**src/rtl/pulse_scheduler.sv**
```systemverilog
// Round-robin pulse scheduler: four requesters share one pulse line; each grant
// produces one high phase, one low phase, then a one-cycle done acknowledge.
module pulse_scheduler #(
    parameter int N  = 4,
    parameter int LW = 4
) (
    input  logic          clock,
    input  logic          reset,
    input  logic [N-1:0]  req,
    input  logic [LW-1:0] high_len,
    input  logic [LW-1:0] low_len,
    output logic          signal,
    output logic [N-1:0]  grant,
    output logic [N-1:0]  done,
    output logic          busy
);

    localparam int PW = $clog2(N);

    typedef enum logic [1:0] {
        IDLE = 2'd0,
        HIGH = 2'd1,
        LOW  = 2'd2
    } state_t;

    state_t        state_reg,  state_next;
    logic [LW-1:0] cnt_reg,    cnt_next;
    logic [LW-1:0] lo_reg,     lo_next;
    logic [PW-1:0] last_reg,   last_next;
    logic          signal_reg, signal_next;
    logic [N-1:0]  grant_reg,  grant_next;
    logic [N-1:0]  done_reg,   done_next;

    // Rotated view of the requests: slot gi holds requester (last+1+gi) mod N.
    logic [PW-1:0] rot_idx [N];
    logic [N-1:0]  rot_req;

    generate
        for (genvar gi = 0; gi < N; gi++) begin : g_rot
            assign rot_idx[gi] = last_reg + PW'(gi + 1);
            assign rot_req[gi] = req[rot_idx[gi]];
        end
    endgenerate

    // Lowest rotated slot wins, so scan from the top down.
    logic [PW-1:0] win_idx;
    always_comb begin
        win_idx = '0;
        for (int i = N - 1; i >= 0; i--) begin
            if (rot_req[i]) begin
                win_idx = rot_idx[i];
            end
        end
    end

    logic          any_req;
    logic [LW-1:0] eff_high;
    logic [LW-1:0] eff_low;

    assign any_req  = |req;
    assign eff_high = (high_len == '0) ? LW'(1) : high_len;
    assign eff_low  = (low_len  == '0) ? LW'(1) : low_len;

    always_comb begin
        state_next  = state_reg;
        cnt_next    = cnt_reg;
        lo_next     = lo_reg;
        last_next   = last_reg;
        signal_next = signal_reg;
        grant_next  = grant_reg;
        done_next   = '0;

        case (state_reg)
            IDLE: begin
                signal_next = 1'b0;
                grant_next  = '0;
                if (any_req) begin
                    state_next          = HIGH;
                    grant_next[win_idx] = 1'b1;
                    last_next           = win_idx;
                    signal_next         = 1'b1;
                    cnt_next            = eff_high - 1'b1;
                    lo_next             = eff_low;
                end
            end
            HIGH: begin
                if (cnt_reg != '0) begin
                    cnt_next = cnt_reg - 1'b1;
                end else begin
                    signal_next = 1'b0;
                    cnt_next    = lo_reg - 1'b1;
                    state_next  = LOW;
                end
            end
            LOW: begin
                if (cnt_reg != '0) begin
                    cnt_next = cnt_reg - 1'b1;
                end else begin
                    grant_next = '0;
                    done_next  = grant_reg;
                    state_next = IDLE;
                end
            end
            default: begin
                state_next  = IDLE;
                signal_next = 1'b0;
                grant_next  = '0;
            end
        endcase
    end

    always_ff @(posedge clock or posedge reset) begin
        if (reset) begin
            state_reg  <= IDLE;
            cnt_reg    <= '0;
            lo_reg     <= '0;
            last_reg   <= PW'(N - 1);
            signal_reg <= 1'b0;
            grant_reg  <= '0;
            done_reg   <= '0;
        end else begin
            state_reg  <= state_next;
            cnt_reg    <= cnt_next;
            lo_reg     <= lo_next;
            last_reg   <= last_next;
            signal_reg <= signal_next;
            grant_reg  <= grant_next;
            done_reg   <= done_next;
        end
    end

    assign signal = signal_reg;
    assign grant  = grant_reg;
    assign done   = done_reg;
    assign busy   = (state_reg != IDLE);

endmodule

```
**config.mk**
```make
export PLATFORM = sky130hd
export DESIGN_NAME = pulse_scheduler
export DESIGN_NICKNAME = d
export VERILOG_FILES = /design/src/rtl/pulse_scheduler.sv
export SDC_FILE = /design/constraint.sdc
export NUM_CORES = 1
export LEC_CHECK = 0
export ABC_CLOCK_PERIOD_IN_PS = 1900
export CORE_ASPECT_RATIO = 0.6
export CORE_MARGIN = 2
export CORE_UTILIZATION = 39
export DETAILED_ROUTE_END_ITERATION = 8
export SYNTH_ARGS = -nofsm -noshare
export SYNTH_HDL_FRONTEND = slang
export SYNTH_SLANG_ARGS = --single-unit
export TNS_END_PERCENT = 100
```
**constraint.sdc**
```tcl
create_clock -name clock -period 1.9 [get_ports clock]
set_input_delay 0.57 -clock clock [delete_from_list [all_inputs] [get_ports clock]]
set_output_delay 0.57 -clock clock [all_outputs]
set_load 0.02 [all_outputs]
```
==> results.md <==
- Status: complete, no violations
- Nets: about 200
- VDD IR max: 588 uV
- First-pass GRT wire length: 5310 um
- Vias in the first global route: 1151
- Critical Path Start Type: input pin
- # DRC: 0
- CP Capture Type: flop
- Die height: 48.4 um
- Layout Skew: 0.00180 ns
- Setup-failing EPs final: 0
- Cell count after placement: 219
- Crit share post-route: around 99%
- Post-Syn Instances: around 140
- Crit path cell chain: clkdlybuf4s50_1 -> nor4_4 -> buf_4 -> a221o_2 -> nor3_2 -> a21oi_1
- Total number of vias: 1142
- Drt total wl: between 3000 and 4000 um
- Cell taking the most area after synthesis: dfrtp_1
- Hold_buf cts: 0
- Slew @ Worst Pin: 0.302 ns
- CP peak stage delay: 0.53 ns
- Reg-to-reg critical path startpoint: cnt_reg[1]
- Total gr overflow: 0
- Power Density: around 1400 nW/um^2
- Main combinational cell family by area after synthesis: simple AND/OR/NAND/NOR gates
- Final HPWL DP: 2400 um
- Total track usage: 17.9%
- CP Max Fanout: 8
- Hold slack: 0.489 ns
- Max_slew headroom: 79.6%
- CTS tree: yes
- Wire per inst: about 14 um
- Fmax: 533 MHz
- DR iter-0 viols: 46
- Longest Clk Path Bufs: 2
- Max-Cap Viols: 0
- Fillers: 296
- Reg clk slew, reported paths: about 0.08 ns
- Largest net degree at the start of global routing: 22
- Area delta synth->final: 36.3%
- Post-Synth Adder-Cell Area: 7.81%
- Worst EP required: between 2 and 2.5 ns
- H-tree Lvls: 1
- Hold Startpoint: signal
- Crit Path Category: input pin to flop
- Setup tns final: 0 ns
- Port-buffer cells: 23
- Final Critical Period: between 1.5 and 2 ns
- Syn avg cell area: 9.35 sq um
- Yosys top cell area share: 37.1%
- Clk Latency, worst-skew pair: 0.26 ns
- Synthesized cell area: roughly 1300 sq um
- Setup WS post-layout: 0.0244 ns
- I/O pin total: 24
- HP Class: flop to flop
- Row count: 16
- Static Leak: 0.810 nW
- Yosys warnings: 0
- Effective utilization at floorplan: 40.0%
- Dpl ws: -0.304 ns
- Worst path buffer plus inverter count: 2
- Vias per cell: around 5.1
- R2R depth: 5
- Share of synthesized registers carrying an async set or reset: between 90% and 100%
- Slowest-stage cell, CP: clkdlybuf4s50_1
- EDFF count, synth: 0
- Final Hold Vio Count: 0
- Layout Cells excl Fill: 223
- Placeable Area: between 3000 and 4000 sq um
- Register area share after synthesis: 41.2%
- Post-layout util: 54.5%
- Die W: around 80 um
- Worst reg2reg endpoint: grant[3]
- Count leader, synth: dfrtp_1
- Final ANT Viol Nets: 0
- Commonest cells in the synthesized netlist: dfrtp_1 (19), nand2_1 (17), inv_1 (13)
- Layout cells sized above 1: between 20% and 30%
- Inserted Clock Buffers: 3
- Arrival time at the worst endpoint: 2.02 ns
- Netlist cell types: 38
- CTS root buffer: clkbuf_8
- Pins over their slew limit: 0
- Cell family with most CP delay: buffers and inverters
- Worst hold path cell count: 2
- Top post-synthesis cells by area: dfrtp_1 (37%), ha_1 (7.8%), o31ai_1 (5.3%)
- Most used DFF post-synth: dfrtp_1
- Post-synthesis mux area share: 4.30%
- Compound-Gate Fraction of Synth Area: 18.8%
- Initial antenna violation count: 0
- Hold EP: signal
- Die area: 3770 sq um
- FF+latch count, synth: 21
- Reg2reg setup slack: 0.12 ns
- Pre-antenna DRT Iters: 4
- TritonCTS Sinks: 21
- RePlAce Congestion: roughly 0.9
- # diodes: 0
- XOR/XNOR share of the synthesized area: 2.05%
- Simple-gate share of the synthesized area: between 10% and 20%
- Syn_nets: 159
-- where the power goes --
part / switching, mW / internal (mW)
Sequential: 0.158 / 0.632
Combinational: 0.723 / 0.662
Clock: 0.144 / 0.146
Total: 1.03 / 1.44
-- through the flow --
| stage | power [mW] | cell area [sq um] |
|---|---|---|
| after global routing | 2.70 | 1750 |
| after floorplan | 1.69 | 1280 |
| after CTS | 2.45 | 1720 |
| after detailed placement | 2.16 | 1670 |
| after global placement | 2.12 | 1670 |
| final | 2.46 | 1750 |
-- worst max-delay path by stage --
stage,start,to,slack (ns),cells after the start
4_1_cts,req[0],cnt_reg[3],0.02,6
6_report,req[1],cnt_reg[3],0.02,6
2_1_floorplan,req[0],lo_reg[1],0.20,4
5_1_grt,req[1],cnt_reg[3],-0.02,6
3_5_place_dp,req[0],cnt_reg[3],-0.30,6
3_3_place_gp,req[0],grant[0],-0.24,6
-- layout make-up --
cell class              count  area (sq um)  share of cell area (%)
repair buffers             42           370                    21.2
flip-flops and latches     21           528                    30.2
well taps                  45          56.3                    3.22
inverters                  13          48.8                    2.79
clock buffers               3          41.3                    2.36
multi-input cells          98           697                    39.9
clock inverters             1          5.00                   0.287
-- per-layer routing --
layer	wire length (um)	up-vias	share of wire [%]	global-route usage, %
met5	0	-	0	0
met4	13	0	0.43	3.22
met3	165	2	5.5	4.66
met2	1380	37	46	29.2
met1	1460	536	48	24.4
li1	-	567	-	-
-- worst register-to-register path, stage by stage (launching register included) --
cell     delay, ns
dfrtp_1       0.43
inv_1         0.10
ha_1          0.18
or3b_4        0.42
a21o_1        0.29
o31ai_1       0.27
-- layout by cell type (no fill, tap or decap), types with 2 or more instances in the layout --
cell              n
nor3_1            6
clkbuf_8          3
dfrtp_1          19
nand2_1          17
a21oi_1           6
nor2b_1           3
dfstp_2           2
a21o_1            2
a31oi_1           3
mux2_2            4
inv_1            13
o31ai_1           8
o21ai_0           6
clkdlybuf4s50_1  21
buf_4            19
nor2_1            5
xor2_1            3
and3_1            4
ha_1              7
nand2b_1          3
-- what timing repair did --
item	4_1_cts	5_1_grt
endpoints found under the setup margin	4	11
resized for setup	2	9
pin swaps	0	1
setup buffers	0	0
-- cells by family (layout without fill, tap and decap cells) --
group,Yosys count,count (layout)
and+or+nand+nor,47,47
muxes,5,5
adders and majority gates,8,8
DFF,21,21
buffers and inverters,18,59
AOI/OAI and AO/OA,35,35
xor gates and xnor gates,3,3
No activity file was read; power rests on OpenSTA's default activity.
